### src/rtl/bram_axis_reader_pkg.sv
// Shared definitions for the BRAM-to-AXI4-Stream reader: FSM states and buffer depth.
package bram_axis_reader_pkg;

  typedef enum logic [1:0] {
    IDLE  = 2'd0,
    RUN   = 2'd1,
    FLUSH = 2'd2
  } state_e;

  localparam int FIFO_DEPTH = 2;

endpackage

### src/rtl/bram_axis_reader_if.sv
// Control, RAM-side and stream-side signals of the reader, grouped with the
// reader (master) and its environment (slave) views.
interface bram_axis_reader_if #(
  parameter int ADDR_WIDTH = 8,
  parameter int DATA_WIDTH = 8,
  parameter int LEN_WIDTH  = ADDR_WIDTH + 1
);

  logic                  i_start;
  logic [ADDR_WIDTH-1:0] i_base_addr;
  logic [LEN_WIDTH-1:0]  i_len;
  logic                  o_busy;
  logic                  o_done;
  logic                  o_bram_ce;
  logic                  o_bram_write;
  logic [ADDR_WIDTH-1:0] o_bram_addr;
  logic [DATA_WIDTH-1:0] i_bram_data;
  logic [DATA_WIDTH-1:0] m_axis_tdata;
  logic                  m_axis_tvalid;
  logic                  m_axis_tready;
  logic                  m_axis_tlast;

  modport master (
    input  i_start, i_base_addr, i_len, i_bram_data, m_axis_tready,
    output o_busy, o_done, o_bram_ce, o_bram_write, o_bram_addr,
           m_axis_tdata, m_axis_tvalid, m_axis_tlast
  );

  modport slave (
    output i_start, i_base_addr, i_len, i_bram_data, m_axis_tready,
    input  o_busy, o_done, o_bram_ce, o_bram_write, o_bram_addr,
           m_axis_tdata, m_axis_tvalid, m_axis_tlast
  );

endinterface

### src/rtl/bram_axis_reader_axis_fifo2.sv
// Two-entry valid/ready output buffer; the head entry drives the stream and
// stays put until popped, so the payload is stable under backpressure.
module axis_fifo2
  import bram_axis_reader_pkg::*;
#(
  parameter int WIDTH = 9,
  parameter int CNT_W = $clog2(FIFO_DEPTH + 1)
) (
  input  logic             clk,
  input  logic             rst_n,
  input  logic             push,
  input  logic [WIDTH-1:0] push_data,
  input  logic             pop,
  output logic [WIDTH-1:0] head_data,
  output logic             head_valid,
  output logic [CNT_W-1:0] count
);

  logic [WIDTH-1:0] mem_q [FIFO_DEPTH];
  logic [WIDTH-1:0] mem_d [FIFO_DEPTH];
  logic             rd_ptr_q, rd_ptr_d;
  logic             wr_ptr_q, wr_ptr_d;
  logic [CNT_W-1:0] count_q, count_d;
  logic             do_pop;

  assign do_pop     = pop && (count_q != '0);
  assign head_data  = mem_q[rd_ptr_q];
  assign head_valid = (count_q != '0);
  assign count      = count_q;

  always_comb begin
    mem_d    = mem_q;
    rd_ptr_d = rd_ptr_q;
    wr_ptr_d = wr_ptr_q;
    count_d  = count_q;
    if (push) begin
      mem_d[wr_ptr_q] = push_data;
      wr_ptr_d        = ~wr_ptr_q;
    end
    if (do_pop) begin
      rd_ptr_d = ~rd_ptr_q;
    end
    case ({push, do_pop})
      2'b10:   count_d = count_q + CNT_W'(1);
      2'b01:   count_d = count_q - CNT_W'(1);
      default: count_d = count_q;
    endcase
  end

  always_ff @(posedge clk or negedge rst_n) begin
    if (!rst_n) begin
      for (int i = 0; i < FIFO_DEPTH; i++) begin
        mem_q[i] <= '0;
      end
      rd_ptr_q <= 1'b0;
      wr_ptr_q <= 1'b0;
      count_q  <= '0;
    end else begin
      mem_q    <= mem_d;
      rd_ptr_q <= rd_ptr_d;
      wr_ptr_q <= wr_ptr_d;
      count_q  <= count_d;
    end
  end

endmodule

### src/rtl/bram_axis_reader.sv
// Reads a contiguous RAM range (1-cycle read latency) and streams it out as
// AXI4-Stream, issuing reads only while the 2-entry buffer has room.
module bram_axis_reader
  import bram_axis_reader_pkg::*;
#(
  parameter int ADDR_WIDTH = 8,
  parameter int DATA_WIDTH = 8,
  parameter int LEN_WIDTH  = ADDR_WIDTH + 1
) (
  input  logic                i_clk,
  input  logic                rstn,
  bram_axis_reader_if.master  bus
);

  localparam int CNT_W = $clog2(FIFO_DEPTH + 1);
  localparam int OCC_W = CNT_W + 1;

  state_e                state_q, state_d;
  logic [ADDR_WIDTH-1:0] base_q, base_d;
  logic [LEN_WIDTH-1:0]  len_q, len_d;
  logic [LEN_WIDTH-1:0]  issued_q, issued_d;
  logic [LEN_WIDTH-1:0]  beat_q, beat_d;
  logic                  pending_q, pending_d;
  logic                  done_q, done_d;

  logic                  ce;
  logic                  pop;
  logic                  push_last;
  logic                  head_valid;
  logic [DATA_WIDTH:0]   head_data;
  logic [CNT_W-1:0]      fifo_count;
  logic [OCC_W-1:0]      occupancy;

  // A read may issue only if, after this cycle's pop, buffered plus in-flight
  // words still leave a free slot for the word it returns.
  assign pop       = head_valid && bus.m_axis_tready;
  assign occupancy = OCC_W'(fifo_count) + OCC_W'(pending_q) - OCC_W'(pop);
  assign ce        = (state_q == RUN) && (issued_q < len_q) &&
                     (occupancy < OCC_W'(FIFO_DEPTH));
  assign push_last = (beat_q == (len_q - LEN_WIDTH'(1)));

  assign bus.o_bram_ce     = ce;
  assign bus.o_bram_write  = 1'b0;
  assign bus.o_bram_addr   = base_q + issued_q[ADDR_WIDTH-1:0];
  assign bus.o_busy        = (state_q != IDLE);
  assign bus.o_done        = done_q;
  assign bus.m_axis_tvalid = head_valid;
  assign bus.m_axis_tdata  = head_data[DATA_WIDTH-1:0];
  assign bus.m_axis_tlast  = head_data[DATA_WIDTH];

  axis_fifo2 #(
    .WIDTH (DATA_WIDTH + 1),
    .CNT_W (CNT_W)
  ) u_fifo (
    .clk        (i_clk),
    .rst_n      (rstn),
    .push       (pending_q),
    .push_data  ({push_last, bus.i_bram_data}),
    .pop        (pop),
    .head_data  (head_data),
    .head_valid (head_valid),
    .count      (fifo_count)
  );

  always_comb begin
    state_d   = state_q;
    base_d    = base_q;
    len_d     = len_q;
    issued_d  = issued_q;
    beat_d    = beat_q;
    pending_d = ce;
    done_d    = 1'b0;
    if (ce) begin
      issued_d = issued_q + LEN_WIDTH'(1);
    end
    if (pending_q) begin
      beat_d = beat_q + LEN_WIDTH'(1);
    end
    case (state_q)
      IDLE: begin
        if (bus.i_start) begin
          base_d   = bus.i_base_addr;
          len_d    = bus.i_len;
          issued_d = '0;
          beat_d   = '0;
          if (bus.i_len == '0) begin
            done_d = 1'b1;
          end else begin
            state_d = RUN;
          end
        end
      end
      // The final beat can be accepted before FLUSH is reached, so both
      // states finish on the handshake of the tagged last beat.
      RUN: begin
        if (pop && head_data[DATA_WIDTH]) begin
          state_d = IDLE;
          done_d  = 1'b1;
        end else if ((issued_q == len_q) && !pending_q) begin
          state_d = FLUSH;
        end
      end
      FLUSH: begin
        if (pop && head_data[DATA_WIDTH]) begin
          state_d = IDLE;
          done_d  = 1'b1;
        end
      end
      default: state_d = IDLE;
    endcase
  end

  always_ff @(posedge i_clk or negedge rstn) begin
    if (!rstn) begin
      state_q   <= IDLE;
      base_q    <= '0;
      len_q     <= '0;
      issued_q  <= '0;
      beat_q    <= '0;
      pending_q <= 1'b0;
      done_q    <= 1'b0;
    end else begin
      state_q   <= state_d;
      base_q    <= base_d;
      len_q     <= len_d;
      issued_q  <= issued_d;
      beat_q    <= beat_d;
      pending_q <= pending_d;
      done_q    <= done_d;
    end
  end

endmodule

### src/flat_wrapper.sv
// flat-port wrapper written by rule: the top's interface ports become plain ports
module bram_axis_reader_flat import bram_axis_reader_pkg::*;
#(
  parameter int ADDR_WIDTH = 8,
  parameter int DATA_WIDTH = 8,
  parameter int LEN_WIDTH  = ADDR_WIDTH + 1
)
  (i_clk, rstn, bus_i_start, bus_i_base_addr, bus_i_len, bus_i_bram_data, bus_m_axis_tready, bus_o_busy, bus_o_done, bus_o_bram_ce, bus_o_bram_write, bus_o_bram_addr, bus_m_axis_tdata, bus_m_axis_tvalid, bus_m_axis_tlast);
  bram_axis_reader_if #(.ADDR_WIDTH(ADDR_WIDTH), .DATA_WIDTH(DATA_WIDTH), .LEN_WIDTH(LEN_WIDTH)) bus_i ();
  input  logic i_clk;
  input  logic rstn;
  input wire logic [$bits(bus_i.i_start)-1:0] bus_i_start;
  input wire logic [$bits(bus_i.i_base_addr)-1:0] bus_i_base_addr;
  input wire logic [$bits(bus_i.i_len)-1:0] bus_i_len;
  input wire logic [$bits(bus_i.i_bram_data)-1:0] bus_i_bram_data;
  input wire logic [$bits(bus_i.m_axis_tready)-1:0] bus_m_axis_tready;
  output wire logic [$bits(bus_i.o_busy)-1:0] bus_o_busy;
  output wire logic [$bits(bus_i.o_done)-1:0] bus_o_done;
  output wire logic [$bits(bus_i.o_bram_ce)-1:0] bus_o_bram_ce;
  output wire logic [$bits(bus_i.o_bram_write)-1:0] bus_o_bram_write;
  output wire logic [$bits(bus_i.o_bram_addr)-1:0] bus_o_bram_addr;
  output wire logic [$bits(bus_i.m_axis_tdata)-1:0] bus_m_axis_tdata;
  output wire logic [$bits(bus_i.m_axis_tvalid)-1:0] bus_m_axis_tvalid;
  output wire logic [$bits(bus_i.m_axis_tlast)-1:0] bus_m_axis_tlast;
  assign bus_i.i_start = bus_i_start;
  assign bus_i.i_base_addr = bus_i_base_addr;
  assign bus_i.i_len = bus_i_len;
  assign bus_i.i_bram_data = bus_i_bram_data;
  assign bus_i.m_axis_tready = bus_m_axis_tready;
  assign bus_o_busy = bus_i.o_busy;
  assign bus_o_done = bus_i.o_done;
  assign bus_o_bram_ce = bus_i.o_bram_ce;
  assign bus_o_bram_write = bus_i.o_bram_write;
  assign bus_o_bram_addr = bus_i.o_bram_addr;
  assign bus_m_axis_tdata = bus_i.m_axis_tdata;
  assign bus_m_axis_tvalid = bus_i.m_axis_tvalid;
  assign bus_m_axis_tlast = bus_i.m_axis_tlast;
  bram_axis_reader #(.ADDR_WIDTH(ADDR_WIDTH), .DATA_WIDTH(DATA_WIDTH), .LEN_WIDTH(LEN_WIDTH)) u_core (.i_clk(i_clk), .rstn(rstn), .bus(bus_i));
endmodule
### config.mk
export PLATFORM = sky130hd
export DESIGN_NAME = bram_axis_reader_flat
export DESIGN_NICKNAME = d
export VERILOG_FILES = /design/src/rtl/bram_axis_reader_pkg.sv /design/src/rtl/bram_axis_reader_if.sv /design/src/rtl/bram_axis_reader_axis_fifo2.sv /design/src/rtl/bram_axis_reader.sv /design/src/flat_wrapper.sv
export SDC_FILE = /design/constraint.sdc
export NUM_CORES = 1
export LEC_CHECK = 0
export BUFFER_PORTS_ARGS = -buffer_cell sky130_fd_sc_hd__clkbuf_2
export CORE_MARGIN = 4
export CORE_UTILIZATION = 62
export CTS_CLUSTER_SIZE = 14
export DETAILED_ROUTE_END_ITERATION = 6
export PLACE_DENSITY_LB_ADDON = 0.12
export SYNTH_ARGS = -nofsm -noshare
export SYNTH_HDL_FRONTEND = slang
export SYNTH_HIERARCHICAL = 1
export SYNTH_SLANG_ARGS = --single-unit
### constraint.sdc
create_clock -name i_clk -period 4.7 [get_ports i_clk]
set_input_delay 0.47 -clock i_clk [delete_from_list [all_inputs] [get_ports i_clk]]
set_output_delay 0.47 -clock i_clk [all_outputs]
set_load 0.02 [all_outputs]
==> Word level (Yosys, flattened, before mapping) <==
Index checks and enable logic that the tools add are counted.
{ "totals": {"regBits": 61, "input_bits": 29, "elab_cells": 78, "out_inout_bits": 22} }
{ "classes": {"n_eq_ne": 10, "muxes": 23, "n_bitwise": 4, "reduce_logical": 16, "n_addsub": 8, "magnitude_cmp": 5} }
{ "op_table": {"columns": ["op", "count"], "rows": [
  ["two-way mux 9 bit", 10],
  ["adder 9 x 1 -> 9 bit (second input constant)", 2],
  ["bitwise mux 18 bit", 1],
  ["equality test 9 bit", 2],
  ["two-way mux 2 bit", 5],
  ["demux 9 bit (select 1 bit)", 1],
  ["logical NOT 9 bit", 1],
  ["< comparator 9 bit", 1],
  ["subtractor 9 x 1 -> 9 bit (second input constant)", 1],
  ["adder 8 bit", 1],
  ["logical AND 1 bit", 7],
  ["one-hot mux 2 bit (3 select lines)", 1],
  ["nonzero test 2 bit", 3],
  ["equality test 2 x 1 -> 1 bit (second input constant)", 2],
  ["equality test 2 bit (second input constant)", 2],
  ["greater-or-equal comparator 2 bit (second input constant)", 2],
  ["!= test 2 bit (second input constant)", 2],
  ["inverter 1 -> 2 bit", 2],
  ["one-hot mux 2 bit (2 select lines)", 1],
  ["AND reduction 4 bit", 1],
  ["adder 2 x 1 -> 3 bit", 1],
  ["< comparator 3 x 2 -> 1 bit (second input constant)", 1],
  ["two-way mux 1 bit", 3],
  ["!= test 3 bit (second input constant)", 1],
  ["11 further kinds", 12]
]} }

==> Logic depth before layout (Yosys ltp) <==
{ "logic_depth": {"depth_word": 8, "ltp_mapped": 10, "mapped_depth_nobuf": 9} }

==> By module <==
Netlist, hierarchy kept.
{ "by_module_without_submodules": {"columns": ["module", "n_inst", "area_per_inst_um2", "cells_each", "seq_area_each_um2"], "rows": [
  ["bram_axis_reader", 1, 2633.8, 300, 975.9],
  ["axis_fifo2", 1, 953.4, 62, 550.5]
]} }

==> Least setup slack after synthesis <==
No wires, ideal clock.
{ "synth_path": {"kind": "register to output", "from": "register u_core.u_fifo.count_q[1], in the netlist u_core/u_fifo/count[1]", "to": "output bus_o_bram_ce", "path_stages_with_launch": 10, "path_buffers": 1, "required_time_ps": 4230, "arrival_ps": 2940, "setup_slack_ps": 1290, "path_cell_list": "dfrtp_1 > or2_1 > and2_1 > ha_1 > nand2b_1 > fa_1 > xor2_1 > or4_4 > buf_2 > nor2_1"} }
{ "synth_via": {"elab_chain_cells": 5, "word_cells_on_any_way": 6, "classes_between": "2 x add/sub; 1 x order compare; 3 x reduce/logical"} }
{ "synth_rtl": {"columns": ["element", "line", "source"], "rows": [
  ["start: declaration", "bram_axis_reader_axis_fifo2.sv:23", "logic [CNT_W-1:0] count_q, count_d;"],
  ["start signal: assignment", "bram_axis_reader_axis_fifo2.sv:62", "count_q <= count_d;"],
  ["nonzero test 2 bit", "bram_axis_reader_axis_fifo2.sv:28", "assign head_valid = (count_q != '0);"],
  ["named net bus_m_axis_tvalid", "flat_wrapper.sv:23", "output wire logic [$bits(bus_i.m_axis_tvalid)-1:0] bus_m_axis_tvalid;"],
  ["logical AND 1 bit", "bram_axis_reader.sv:36", "assign pop = head_valid && bus.m_axis_tready;"],
  ["named net u_core.pop", "bram_axis_reader.sv:27", "logic pop;"],
  ["subtractor 3 x 1 -> 3 bit", "bram_axis_reader.sv:37", "assign occupancy = OCC_W'(fifo_count) + OCC_W'(pending_q) - OCC_W'(pop);"],
  ["< comparator 3 x 2 -> 1 bit", "bram_axis_reader.sv:39", "(occupancy < OCC_W'(FIFO_DEPTH));"],
  ["logical AND 1 bit", "bram_axis_reader.sv:38", "assign ce = (state_q == RUN) && (issued_q < len_q) &&"],
  ["end: declaration", "flat_wrapper.sv:19", "output wire logic [$bits(bus_i.o_bram_ce)-1:0] bus_o_bram_ce;"]
]} }
The timed path passes the listed nets, and every way through them passes these cells.

==> Worst setup path after layout <==
{ "layout_path": {"from": "register u_core.u_fifo.count_q[1], in the netlist u_core/u_fifo/count[1]", "to": "output bus_o_bram_ce"} }
{ "layout_via": {"elab_chain_cells": 5, "word_cells_on_any_way": 6, "classes_between": "2 x add/sub; 1 x order compare; 3 x reduce/logical"} }
{ "layout_rtl": {"columns": ["element", "line"], "rows": [
  ["nonzero test 2 bit", "bram_axis_reader_axis_fifo2.sv:28"],
  ["logical AND 1 bit", "bram_axis_reader.sv:36"],
  ["named net u_core.pop", "bram_axis_reader.sv:27"],
  ["subtractor 3 x 1 -> 3 bit", "bram_axis_reader.sv:37"],
  ["< comparator 3 x 2 -> 1 bit", "bram_axis_reader.sv:39"],
  ["logical AND 1 bit", "bram_axis_reader.sv:38"]
]} }
The timed path passes the listed nets, and every way through them passes these cells.

==> metrics.cfg <==
[run_status]
status=finished clean

[sta]
slew_headroom_pct=47.7
finalHoldViolCount=0
worst_pin_slew_ps=785
drv_slew=0
setup_viol=0
setup_tns_ps=0
final.min_clock_period_ps=3730
post-route-period-util_pct=79.5
fin_skew_ps=12.5
rsz0062_at_grt=false
timing.fmax_mhz=268

[route]
wl_per_cell_um=16.0
num_vias=2841
routed_wirelength_um=7820
via_per_inst=5.81
drc=0
first_iter_violations=159
ant_nets=0
drtPass1Iterations=4

[cts]
cts_setup_buffers=0
numCtsBuffers=9
post_cts_resized=0
clk_pin_slew_ps=80
clock_path_buffers=2
insertion_delay_ps=340
h-tree-depth=3
clock-root-buffer=clkbuf_8
cts_hold_buf=0
cts.sinks=61
cts_tree=yes

[setup_path]
crit_family=simple AND/OR/NAND/NOR gates
crit_fanout=12
crit_path_start=u_core/u_fifo/count[1]$_DFFE_PN0P_
end_kind=output pin
cp.arrival_ps=3260
critical_path_class=flip-flop to output pin
required_ps=4230
critPathLaunchType=flip-flop
path_buf_inv=1
crit_path_max_incr_delay_ps=580
r2r-start=u_core/u_fifo/count[1]$_DFFE_PN0P_
crit_slowest_cell=or4_4
path_cells=or2_1, and2_1, ha_1, nand2b_1, fa_1, xor2_1, or4_4, nor2_1, clkbuf_2

[global_route]
grt_pass1_wl_um=13700
grtUsageTotal_pct=24.0
grt_pass1_vias=2942
grt-ovfl-total=0
grt_max_degree=62
antenna_found_initial=0

[placed_design]
hpwl_um=5570
gp_congestion=0.846
dp_cells=473
port_buffers=49

[floorplan]
core_area_um2=5570
die_w_um=84.1
initial_core_util_pct=64.4
fp.dieH_um=84.1
num_rows=27
ioPinCount=51
dieArea_um2=7070

[power]
ir_worst_vdd_uv=373
power_density_nw_per_um2=619
power_leakage_nw=1.94

[logic_synthesis]
synth_mux_area_share_pct=9.87
ys_async_sr_fraction_pct=100
synth_adder_area_share_pct=9.84
synth_seq_cells=61
syn_inst=362
synth_top_family_by_area=simple AND/OR/NAND/NOR gates
synth-simple-area-share_pct=16.8
avgSynthCellArea_um2=9.91
ys_warn_count=6
synth-edff-count=0
synth_compound_area_share_pct=10.6
seq_area_frac_synth_pct=42.6
netlist-cell-type-count=49
synth_area_um2=3590
dominantRegCellSynth=dfrtp_1
synthXorXnorAreaFrac_pct=6.35
syn_nets=418

[final_layout]
instances_no_fill=489
drive_above_1_share_pct=25.2
multi_input_area_um2=1920
final_nets=468
final_common_cell=dfrtp_1
fill_cells=424
syn_to_final_growth_pct=13.8
seq_area_um2=1530
insertedDiodeCount=0
utilization_pct=73.3
final_cell_mix=61 x dfrtp_1, 49 x clkbuf_2, 47 x nand2_1

[worst_hold_path]
hp-class=input pin to async pin

[run]
cap_violations=0

==> power by group <==
part / leakage [nW] / switching, mW / total, mW / internal [mW]
clock: 0.0996 / 0.223 / 0.469 / 0.246
combinational: 1.06 / 0.659 / 1.16 / 0.502
sequential: 0.778 / 0.183 / 0.897 / 0.713
==> metrics by stage <==
| step | area (um^2) | worst slack (ps) | hold WS [ps] | power (mW) |
|---|---|---|---|---|
| after floorplan | 3590 | 1290 | 174 | 1.75 |
| after global placement | 3890 | 1400 | 467 | 2.01 |
| after detailed placement | 3890 | 1340 | 472 | 2.07 |
| after CTS | 4080 | 938 | 307 | 2.55 |
| after global routing | 4080 | 798 | 323 | 2.74 |
| final | 4080 | 965 | 286 | 2.53 |
==> registers in the layout, summed over array words and instances, names as in the netlist <==
register                count
u_core/bus.o_done           1
u_core/beat_q               9
u_core/state_q              2
u_core/u_fifo/count         2
u_core/u_fifo/mem_q        18
u_core/pending_q            1
u_core/issued_q             9
u_core/u_fifo/rd_ptr_q      1
u_core/len_q                9
u_core/u_fifo/wr_ptr_q      1
u_core/base_q               8
==> final timing paths <==
| kind | to | slack (ps) | depth (start not counted) |
|---|---|---|---|
| min in group i_clk | u_core/base_q[0]$_DFFE_PN0P_ | 330 | 3 |
| worst min register to register | u_core/base_q[6]$_DFFE_PN0P_ | 490 | 2 |
| worst max register to register | u_core/issued_q[8]$_DFF_PN0_ | 1450 | 9 |
| worst min-delay path | u_core/base_q[1]$_DFFE_PN0P_ | 290 | 2 |
| worst max-delay path | bus_o_bram_ce | 970 | 9 |
| max in group asynchronous | u_core/base_q[2]$_DFFE_PN0P_ | 3890 | 2 |
==> synthesized netlist by cell type, drive strengths merged, types with 4 or more instances <==
master  instances  area, um^2
inv            24        90.1
nand4          10        62.6
mux2i           5        50.1
nor2           24        97.6
or4             6        48.8
a21oi          11        55.1
ha             25         313
nand3          11        55.1
xor2           12         105
mux2           27         304
o21ai          18        90.1
nand2b          4        25.0
clkbuf          9        33.8
a21boi          4        30.0
xnor2          14         123
dfrtp          61        1530
nand2          48         183
==> cells by family after synthesis <==
logic type                 Yosys count
buffers and inverters               36
muxes                               32
xor gates and xnor gates            26
other                                1
and+or+nand+nor                    122
DFF                                 61
adders and majority gates           27
AOI/OAI and AO/OA                   57
==> layer usage <==
layer	GRT usage [%]	share of wire, %
met1	31.3	42
met2	39.2	52
met3	3.85	4.0
met4	11.0	2.1
met5	0	0
==> worst register-to-register path, cell delays in order, from the launching register on <==
cell,delay (ps)
dfrtp_1,440
or2_1,250
and2_1,200
ha_1,290
nand2b_1,150
fa_1,390
xor2_1,190
or4_4,580
or4_1,530
a21oi_1,150
==> cell type report <==
cell class	count	share of cell area (%)
clock buffer	9	3.03
clock inverter	7	1.81
inverter	24	2.21
multi-input combinational	265	47.0
sequential	61	37.4
tap	72	2.21
timing repair buffer	51	6.37
Power figures use the tool's default switching activity.
